===== src/rtl/spi_regfile_sync.sv =====
// spi_regfile_sync: SPI mode-0 slave register file. SCK/COPI/CS are oversampled
// in the i_clk domain; frames are command, address, then auto-incrementing data words.
module spi_regfile_sync #(
  parameter int OUTPUTS = 9,
  parameter int INPUTS  = 5,
  parameter int DW      = 8,
  parameter logic [DW-1:0] RST_VAL = {DW{1'b0}}
) (
  input  logic                  i_clk,
  input  logic                  i_rst,
  input  logic                  i_sck,
  input  logic                  i_copi,
  input  logic                  i_cs,
  output logic                  o_cipo,
  output logic                  o_cipo_en,
  output logic [OUTPUTS*DW-1:0] rout,
  input  logic [INPUTS*DW-1:0]  rin,
  output logic [OUTPUTS-1:0]    o_wr_stb,
  output logic [INPUTS-1:0]     o_rd_stb
);

  localparam int CW = $clog2(DW);
  localparam logic [CW-1:0] HDR_LAST = CW'(7);
  localparam logic [CW-1:0] DAT_LAST = CW'(DW - 1);
  localparam logic [7:0]    CMD_WR   = 8'h02;
  localparam logic [7:0]    CMD_RD   = 8'h01;

  typedef enum logic [2:0] {
    S_IDLE   = 3'd0,
    S_CMD    = 3'd1,
    S_ADDR   = 3'd2,
    S_WDATA  = 3'd3,
    S_RDATA  = 3'd4,
    S_IGNORE = 3'd5
  } state_t;

  // Pin synchronisers and the aligned, registered edge strobes
  logic [1:0]    r_sck_s, r_copi_s, r_cs_s;
  logic          r_sck_prev, r_rise, r_fall, r_bit, r_cs_q;
  // r_vld fills with ones after reset; once full, r_cs_q reflects the real pin
  logic [2:0]    r_vld;
  // r_armed: CS has been genuinely seen high since reset, so a low CS starts a frame
  logic          r_armed;
  state_t        r_state;
  logic [CW-1:0] r_cnt;
  logic [DW-2:0] r_sr;
  logic [7:0]    r_cmd, r_addr;
  logic [DW-1:0] r_tx;
  logic          r_cipo, r_cipo_en;
  logic [DW-1:0] r_rout [OUTPUTS];
  logic [OUTPUTS-1:0] r_wr_stb;
  logic [INPUTS-1:0]  r_rd_stb;

  logic [DW-1:0]      w_sr_next;
  logic [7:0]         w_hdr_next;
  logic [7:0]         w_cap_addr;
  logic [DW-1:0]      w_rd_word;
  logic [INPUTS-1:0]  w_rd_hit;
  logic [OUTPUTS-1:0] w_wr_hit;

  assign w_sr_next  = {r_sr, r_bit};
  assign w_hdr_next = {r_sr[6:0], r_bit};
  // The first read word uses the address being completed; later words use r_addr
  assign w_cap_addr = (r_state == S_ADDR) ? w_hdr_next : r_addr;

  // Select the status word for the capture address; out-of-range yields zero
  always_comb begin
    w_rd_word = {DW{1'b0}};
    w_rd_hit  = {INPUTS{1'b0}};
    for (int k = 0; k < INPUTS; k++) begin
      w_rd_hit[k] = (w_cap_addr == 8'(k));
      w_rd_word   = w_rd_word | (rin[k*DW +: DW] & {DW{w_rd_hit[k]}});
    end
  end

  // Decode the write address into a one-hot select; out-of-range selects nothing
  always_comb begin
    w_wr_hit = {OUTPUTS{1'b0}};
    for (int k = 0; k < OUTPUTS; k++) begin
      w_wr_hit[k] = (r_addr == 8'(k));
    end
  end

  // Two-flop synchronisers followed by registered SCK edge strobes and aligned data/CS
  always_ff @(posedge i_clk) begin
    if (i_rst) begin
      r_sck_s    <= 2'b00;
      r_copi_s   <= 2'b00;
      r_cs_s     <= 2'b11;
      r_sck_prev <= 1'b0;
      r_rise     <= 1'b0;
      r_fall     <= 1'b0;
      r_bit      <= 1'b0;
      r_cs_q     <= 1'b1;
      r_vld      <= 3'b000;
    end else begin
      r_sck_s    <= {r_sck_s[0], i_sck};
      r_copi_s   <= {r_copi_s[0], i_copi};
      r_cs_s     <= {r_cs_s[0], i_cs};
      r_sck_prev <= r_sck_s[1];
      r_rise     <= r_sck_s[1] & ~r_sck_prev;
      r_fall     <= ~r_sck_s[1] & r_sck_prev;
      r_bit      <= r_copi_s[1];
      r_cs_q     <= r_cs_s[1];
      r_vld      <= {r_vld[1:0], 1'b1};
    end
  end

  // Frame FSM with datapath: field shifting, register writes, read capture and CIPO drive
  always_ff @(posedge i_clk) begin
    if (i_rst) begin
      r_state   <= S_IDLE;
      r_armed   <= 1'b0;
      r_cnt     <= {CW{1'b0}};
      r_sr      <= {(DW-1){1'b0}};
      r_cmd     <= 8'h00;
      r_addr    <= 8'h00;
      r_tx      <= {DW{1'b0}};
      r_cipo    <= 1'b0;
      r_cipo_en <= 1'b0;
      r_wr_stb  <= {OUTPUTS{1'b0}};
      r_rd_stb  <= {INPUTS{1'b0}};
      for (int k = 0; k < OUTPUTS; k++) begin
        r_rout[k] <= RST_VAL;
      end
    end else begin
      r_wr_stb <= {OUTPUTS{1'b0}};
      r_rd_stb <= {INPUTS{1'b0}};
      if (r_vld[2] && r_cs_q) begin
        r_armed <= 1'b1;
      end
      if (r_cs_q) begin
        // Deselect wins over any SCK strobe in the same cycle; partial words are dropped
        r_state   <= S_IDLE;
        r_cnt     <= {CW{1'b0}};
        r_cipo    <= 1'b0;
        r_cipo_en <= 1'b0;
      end else begin
        case (r_state)
          S_IDLE: begin
            if (r_armed) begin
              r_state <= S_CMD;
              r_cnt   <= {CW{1'b0}};
            end
          end
          S_CMD: begin
            if (r_rise) begin
              r_sr <= w_sr_next[DW-2:0];
              if (r_cnt == HDR_LAST) begin
                r_cmd   <= w_hdr_next;
                r_cnt   <= {CW{1'b0}};
                r_state <= S_ADDR;
              end else begin
                r_cnt <= r_cnt + CW'(1);
              end
            end
          end
          S_ADDR: begin
            if (r_rise) begin
              r_sr <= w_sr_next[DW-2:0];
              if (r_cnt == HDR_LAST) begin
                r_cnt <= {CW{1'b0}};
                if (r_cmd == CMD_WR) begin
                  r_addr  <= w_hdr_next;
                  r_state <= S_WDATA;
                end else if (r_cmd == CMD_RD) begin
                  r_addr    <= w_hdr_next + 8'd1;
                  r_tx      <= w_rd_word;
                  r_rd_stb  <= w_rd_hit;
                  r_cipo_en <= 1'b1;
                  r_state   <= S_RDATA;
                end else begin
                  r_state <= S_IGNORE;
                end
              end else begin
                r_cnt <= r_cnt + CW'(1);
              end
            end
          end
          S_WDATA: begin
            if (r_rise) begin
              r_sr <= w_sr_next[DW-2:0];
              if (r_cnt == DAT_LAST) begin
                r_cnt <= {CW{1'b0}};
                for (int k = 0; k < OUTPUTS; k++) begin
                  if (w_wr_hit[k]) begin
                    r_rout[k] <= w_sr_next;
                  end
                end
                r_wr_stb <= w_wr_hit;
                r_addr   <= r_addr + 8'd1;
              end else begin
                r_cnt <= r_cnt + CW'(1);
              end
            end
          end
          S_RDATA: begin
            if (r_rise) begin
              if (r_cnt == DAT_LAST) begin
                r_cnt    <= {CW{1'b0}};
                r_tx     <= w_rd_word;
                r_rd_stb <= w_rd_hit;
                r_addr   <= r_addr + 8'd1;
              end else begin
                r_cnt <= r_cnt + CW'(1);
              end
            end else if (r_fall) begin
              r_cipo <= r_tx[DW-1];
              r_tx   <= {r_tx[DW-2:0], 1'b0};
            end
          end
          S_IGNORE: begin
            r_state <= S_IGNORE;
          end
          default: begin
            r_state <= S_IDLE;
          end
        endcase
      end
    end
  end

  genvar g;
  generate
    for (g = 0; g < OUTPUTS; g++) begin : g_rout
      assign rout[g*DW +: DW] = r_rout[g];
    end
  endgenerate

  assign o_cipo    = r_cipo;
  assign o_cipo_en = r_cipo_en;
  assign o_wr_stb  = r_wr_stb;
  assign o_rd_stb  = r_rd_stb;

endmodule


===== config.mk =====
export PLATFORM = sky130hd
export DESIGN_NAME = spi_regfile_sync
export DESIGN_NICKNAME = d
export VERILOG_FILES = /design/src/rtl/spi_regfile_sync.sv
export SDC_FILE = /design/constraint.sdc
export NUM_CORES = 1
export LEC_CHECK = 0
export CAP_MARGIN = 10
export CELL_PAD_IN_SITES_DETAIL_PLACEMENT = 0
export CELL_PAD_IN_SITES_GLOBAL_PLACEMENT = 1
export CORE_MARGIN = 3
export CORE_UTILIZATION = 40
export CTS_CLUSTER_DIAMETER = 50
export DETAILED_ROUTE_END_ITERATION = 12
export PLACE_DENSITY = 0.89
export SYNTH_ARGS = -nofsm -noshare
export SYNTH_HDL_FRONTEND = slang
export SYNTH_SLANG_ARGS = --single-unit

===== constraint.sdc =====
create_clock -name i_clk -period 2.93 [get_ports i_clk]
set_clock_uncertainty 0.1 [all_clocks]
set_input_delay 0.586 -clock i_clk [delete_from_list [all_inputs] [get_ports i_clk]]
set_output_delay 0.586 -clock i_clk [all_outputs]
set_load 0.02 [all_outputs]

==> summary.md, run 1 <==
| Metric | Value |
|---|---|
| Final nets | 738 |
| Fin cells | 883 |
| Async SR Flop Fraction | 0% |
| Dominant cells by area after synthesis | edfxtp_1, dfxtp_1, mux2i_1 |
| GR Overflow Total | 0 |
| Resize count post-CTS | 0 |
| Reg2Reg Depth | 7 |
| RR Endpoint | r_rout[0][5] |
| Avg Inst Size Synth | 11.0 um^2 |
| Worst R2R Start | r_cnt[0] |
| Pre-CTS WS | -0.00137 ns |
| Slew HR | 36.4% |
| Kind of end point of the critical path | register |
| Critical path's top delay family | simple AND/OR/NAND/NOR gates |
| P_sw | between 1 and 1.5 mW |
| Setup TNS | 0 ns |
| CP dominant cell by count | ha_1 |
| Setup Fix Bufs, Post-CTS | 0 |
| Worst vdd ir | 377 uV |
| Post-Synthesis Cells | 564 |
| Synth cell types | 62 |
| Total power | 4.40 mW |
| Core area | 0.0149 mm^2 |
| Min Tclk post-route | 2.69 ns |
| Ports | 133 |
| Clock power frac | 45.3% |
| Clock buffer count from CTS | 17 |
| Fillers | 1,248 |
| Net Sw Frac | a little under a quarter |
| Diode count | 0 |
| Die height | 130 um |
| Vias | 4,862 |
| Number of port buffers | 132 |
| PD cells | roughly 540 mW/mm^2 |
| Chip width | 130 um |
| Initial Util | 41.7% |
| Hold path start | r_sck_prev |
| Critical path, cell by cell | ha_1 > ha_1 > and2_1 > nand4_2 > or3b_4 > nor3_1 > or2_1 |
| ANT nets after route | 0 |
| Seq pwr share | slightly below 50% |
| Worst Path Arrival | 2.66 ns |
| Seq/Total Area, Yosys | 56.9% |
| Synth Cell Area | 0.00619 mm^2 |
| Clock tree sinks | 140 |
| Yosys top cell area share | 34.9% |
| H-tree depth | 4 |
| Synthesized net count | 616 |
| DRC viols | 0 |
| Initial antenna violation count | 0 |
| Syn-to-layout area delta | 32.5% |
| Hold path depth | 1 |
| Clock buffer depth | 2 |
| Final worst-path cycle share | 91.8% |
| Hold WC Path Type | register to register |
| Worst-Skew Late Latency | 0.41 ns |
| Clock root cell | clkbuf_16 |
| Placed cells | 851 |
| Yosys reg bits | 140 |
| RSZ-0062 raised after global routing | no |
| Fmax | 372 MHz |
| DRT Pass-1 Iters | 5 |
| Worst Max-Slew Pin Slew | 0.949 ns |
| Total track usage | 18.9% |
| WHS Endpoint | r_rise |
| # Max-Cap Violations | 0 |
| Dpl hpwl | 11,700 um |
| Ys flop type | edfxtp_1 |
| Largest net degree at the start of global routing | 50 |
| WP data required | 2.90 ns |
| Status | finished clean |
| Final count of pins violating max slew | 0 |
| Largest area contributor in the netlist | edfxtp_1 |
| Fraction of layout cells with a size suffix above 1 | 9.16% |
| Max incr delay on CP | between 0.4 and 0.5 ns |
| Routability congestion estimate | 0.857 |
| Final Hold Viols | 0 |
| Post-layout util | 55.2% |
| CTS tree | done |
| CTS Hold Bufs | 0 |
| DR iter-0 viols | 330 |
| P_int | 3.36 mW |
| R2r setup slk | 0.24 ns |
| Vias in the first global route | just under 5,000 |
| Post-synth EDFFs | slightly above 70 |
| Global-route wire length before repair | 24,900 um |
| Routed WL | 15,900 um |
| Rows | 44 |
| CP startpoint kind | register |
| Worst-path fanout max | 8 |
| Combinational share of power | 6.4% |
| Crit. Startpoint | r_cnt[0] |
| Worst-path clk slew | 0.06 ns |
| Setup Viol. Count Final | 0 |
| Yosys warning count | 0 |
| Vias per cell | about 5.5 |
| Die ar. | 0.0170 mm^2 |
| CP max-delay cell | or3b_4 |
| DR WL/cell | roughly 18 um |
| Final WS setup | 0.242 ns |
| Crit path kind | register to register |
| Leakage | 2.91 nW |
| Worst path bufs/invs | 0 |
## power by group through the flow
stage	combinational, mW	sequential, mW	clock, mW
after global placement	0.278	2.17	0
after CTS	0.284	2.12	2.03
after floorplan	0.0681	2.21	0
after detailed placement	0.283	2.17	0
after global routing	0.299	2.13	2.12
final	0.282	2.12	1.99
## worst register-to-register path, delay by kind of cell, from the launching register on
family	cells	cell delay, ns
and+or+nand+nor	5	1.57
DFF	1	0.35
adders and majority gates	2	0.33
## layer usage
layer  vias up  track usage, %  routed length, um  part of all wire [%]
met3        14            3.01                966                   6.1
li1       2320               -                  -                     -
met4         0            6.96                257                   1.6
met5         -               0                  0                     0
met2       202            32.0               7890                    50
met1      2326            24.7               6770                    43
## flip-flops by register name, summed over array words and instances, names as in the netlist, 2 cells and up
name      cells
r_rout       72
r_state       3
o_wr_stb      9
r_sr          7
r_vld         3
r_addr        8
o_rd_stb      5
r_sck_s       2
r_tx          8
r_cs_s        2
r_cnt         3
r_copi_s      2
r_cmd         8
## cells by family (layout without fill, tap and decap cells)
| group | Yosys count | count (layout) | share of synthesized area (%) |
|---|---|---|---|
| buffers and inverters | 52 | 187 | 3.70 |
| muxes | 27 | 27 | 4.63 |
| adders and majority gates | 7 | 7 | 1.41 |
| and+or+nand+nor | 234 | 234 | 21.3 |
| xor gates and xnor gates | 4 | 4 | 0.566 |
| DFF | 140 | 140 | 56.9 |
| AOI/OAI and AO/OA | 100 | 100 | 11.5 |
## layout by cell type, fill, tap and decap left out, types with 5 or more instances in the layout
master	count
or2_2	10
clkbuf_16	17
nand2_1	32
edfxtp_1	72
ha_1	7
buf_4	8
nor2b_1	13
nor4_1	6
a2111oi_0	7
and2_1	21
a2bb2oi_1	8
clkdlybuf4s50_1	132
nor2_1	42
inv_6	6
o21ai_0	8
o32ai_1	7
mux2i_1	23
inv_1	14
a31oi_1	5
nand4_1	7
nor3_1	12
a21oi_1	29
a32oi_1	7
nand2b_1	17
nand3_1	26
nor3b_1	22
dfxtp_1	68
## area by class of cell
class	count	area (um^2)	share of cell area [%]
tap	184	230	2.81
sequential	140	3520	42.9
clock inverter	14	125	1.52
inverter	14	52.6	0.640
multi-input combinational	372	2440	29.8
timing repair buffer	141	1400	17.1
clock buffer	18	429	5.23
## per-stage QoR
step	instance area, um^2	hold slack (ns)
after floorplan	6190	0.283
after global routing	8210	0.338
after CTS	8210	0.309
final	8210	0.304
after detailed placement	7650	0.303
after global placement	7650	0.292
## worst max path at each step
stage	slack [ns]	end	cells after the start
floorplan	0.36	r_rout[0][64]	7
global placement	0.15	r_rout[0][5]	6
detailed placement	-0.001	r_rout[0][4]	6
CTS	0.22	r_rout[0][2]	7
global route	0.05	r_rout[0][2]	7
finish	0.24	r_rout[0][5]	7
## synthesized netlist by cell type, drive strengths merged, types with 5 or more instances
library cell,instances
or2,12
a21oi,30
a2bb2oi,8
nand2b,17
dfxtp,68
edfxtp,72
nor3,14
nor2,42
nor3b,23
nand4,8
o32ai,7
nand2,33
buf,21
ha,7
a31oi,5
o21ai,8
a2111oi,7
nor2b,13
and2,21
nor4,7
clkbuf,17
mux2i,24
a211oi,5
inv,14
nand3,26
a32oi,7
Note: power is estimated with default switching activity, not from simulation.
==> run 2, diff against run 1 <==
- CORE_UTILIZATION: 40 -> 38
- PLACE_DENSITY: 0.89 -> 0.86
- REMOVE_ABC_BUFFERS: not set -> 1
==> summary.md, run 2 (synthesized netlist as in run 1, its figures left out) <==
| Metric | Value |
|---|---|
| Max FFs per register | slightly above 70 |
| Max incr delay on CP | 0.46 ns |
| Total track usage | between 10% and 20% |
| Final worst-path cycle share | just over 90% |
| Seq pwr share | 47.2% |
| Reg2Reg Depth | 7 |
| Vias per cell | 5.33 |
| Largest net degree at the start of global routing | 50 |
| Status | finished clean |
| Die height | 134 um |
| Crit path kind | register to register |
| Chip width | 134 um |
| Placed cell areas | 0.00770 mm^2 |
| Initial antenna violation count | 0 |
| PD cells | 541 mW/mm^2 |
| Setup Viol. Count Final | 0 |
| Clock root cell | clkbuf_16 |
| Final count of pins violating max slew | 0 |
| Kind of end point of the critical path | register |
| Slew HR | 42.7% |
| GR Overflow Total | 0 |
| Number of port buffers | 132 |
| Routed WL | 16,100 um |
| Crit. Startpoint | r_cnt[1] |
| Dpl hpwl | 11,800 um |
| R2r setup slk | 0.23 ns |
| CP startpoint kind | register |
| Worst-path fanout max | 9 |
| Worst vdd ir | 408 uV |
| Ports | 133 |
| CTS Hold Bufs | 0 |
| Worst R2R Start | r_cnt[1] |
| # Max-Cap Violations | 0 |
| Final nets | 740 |
| DR WL/cell | 17.6 um |
| Final Hold Viols | 0 |
| WP data required | 3.03 ns |
| Diode count | 0 |
| Hold path start | r_cs_s[0] |
| RSZ-0062 raised after global routing | no |
| Fmax | ~370 MHz |
| RR Endpoint | r_rout[0][37] |
| Hold WC Path Type | register to register |
| Critical path's top delay family | simple AND/OR/NAND/NOR gates |
| Syn-to-layout area delta | 34.1% |
| Clock buffer depth | 2 |
| Leakage | 2.95 nW |
| P_int | 3.39 mW |
| Combinational share of power | 6.3% |
| DRT Pass-1 Iters | 5 |
| Die ar. | 0.0179 mm^2 |
| CP max-delay cell | or3b_4 |
| Global-route wire length before repair | about 26,000 um |
| Hold path depth | 1 |
| DRC viols | 0 |
| CTS tree | done |
| Rows | 46 |
| Critical path, cell by cell | ha_1 > ha_1 > and2_1 > nand4_2 > or3b_4 > a211oi_4 > and2_1 |
| Vias | 4,890 |
| Fin cells | a little over 900 |
| Min Tclk post-route | 2.70 ns |
| Worst-path clk slew | 0.06 ns |
| Commonest non-fill, non-tap cell in the layout | clkdlybuf4s50_1 |
| Routability congestion estimate | 0.922 |
| Final std cell area, no fill | 0.00831 mm^2 |
| Core area | 0.0159 mm^2 |
| ANT nets after route | 0 |
| Initial Util | between 30% and 40% |
| Net Sw Frac | between 20% and 30% |
| Placed cells | 885 |
| P_sw | ~1.1 mW |
| Fraction of layout cells with a size suffix above 1 | about a tenth |
| Clock power frac | 46.6% |
| Clock buffer count from CTS | 17 |
| Most frequent cells in the layout | clkdlybuf4s50_1, edfxtp_1, dfxtp_1, nor2_1, nand2_1 |
| Worst Path Arrival | 2.80 ns |
| WHS Endpoint | r_cs_s[1] |
| DR iter-0 viols | 221 |
| Worst Max-Slew Pin Slew | 0.855 ns |
| Worst-Skew Late Latency | 0.43 ns |
| H-tree depth | 4 |
| Worst path bufs/invs | 0 |
| Setup TNS | 0 ns |
| Largest Register | r_rout |
| Clock tree sinks | 140 |
| Vias in the first global route | between 4,000 and 5,000 |
run 2: worst reg2reg max path: stages (launching register included):
cell      delay, ns
dfxtp_1        0.36
ha_1           0.17
ha_1           0.18
and2_1         0.30
nand4_2        0.20
or3b_4         0.47
a211oi_4       0.30
and2_1         0.41
run 2: worst max-delay path by stage:
stage | cells past startpoint | end
3_3_place_gp | 7 | r_rout[0][5]
4_1_cts | 7 | r_rout[0][33]
6_report | 7 | r_rout[0][37]
2_1_floorplan | 5 | r_tx[0]
3_5_place_dp | 7 | r_rout[0][38]
5_1_grt | 7 | r_rout[0][23]
run 2: power groups by stage:
stage	Clock, mW	Combinational [mW]	Sequential [mW]
2_1_floorplan	0	0.0581	2.21
3_3_place_gp	0	0.278	2.16
3_5_place_dp	0	0.283	2.16
4_1_cts	2.13	0.283	2.12
5_1_grt	2.21	0.298	2.12
6_report	2.09	0.282	2.12
run 2: routing by layer:
metal	global-route usage [%]	wire, um
met5	0	0
met4	6.51	348
met3	4.46	961
met2	30.3	7900
met1	23.5	6930
run 2: layout make-up:
cell class                 instances  area, um^2
fill                            1359        7640
sequential                       140        3520
tap                              216         270
inverter                          14        52.6
timing repair buffer             143        1410
clock buffer                      17         425
multi-input combinational        372        2450
clock inverter                    15         175
run 2: metrics by stage:
| stage | hold WS (ns) | total power [mW] | setup slack [ns] | utilization, % |
|---|---|---|---|---|
| after floorplan | 0.283 | 2.27 | -1.01 | - |
| after global placement | 0.292 | 2.44 | 0.360 | 48.3 |
| after detailed placement | 0.298 | 2.45 | 0.155 | 48.3 |
| after CTS | 0.313 | 4.53 | 0.122 | 52.1 |
| after global routing | 0.326 | 4.63 | 0.0124 | 52.1 |
| final | 0.310 | 4.50 | 0.229 | 52.1 |
run 2: timing repair:
| action | in CTS | in global routing |
|---|---|---|
| endpoints found under the setup margin | 0 | 17 |
| resized for setup | 0 | 2 |
| buffers inserted | 0 | 0 |
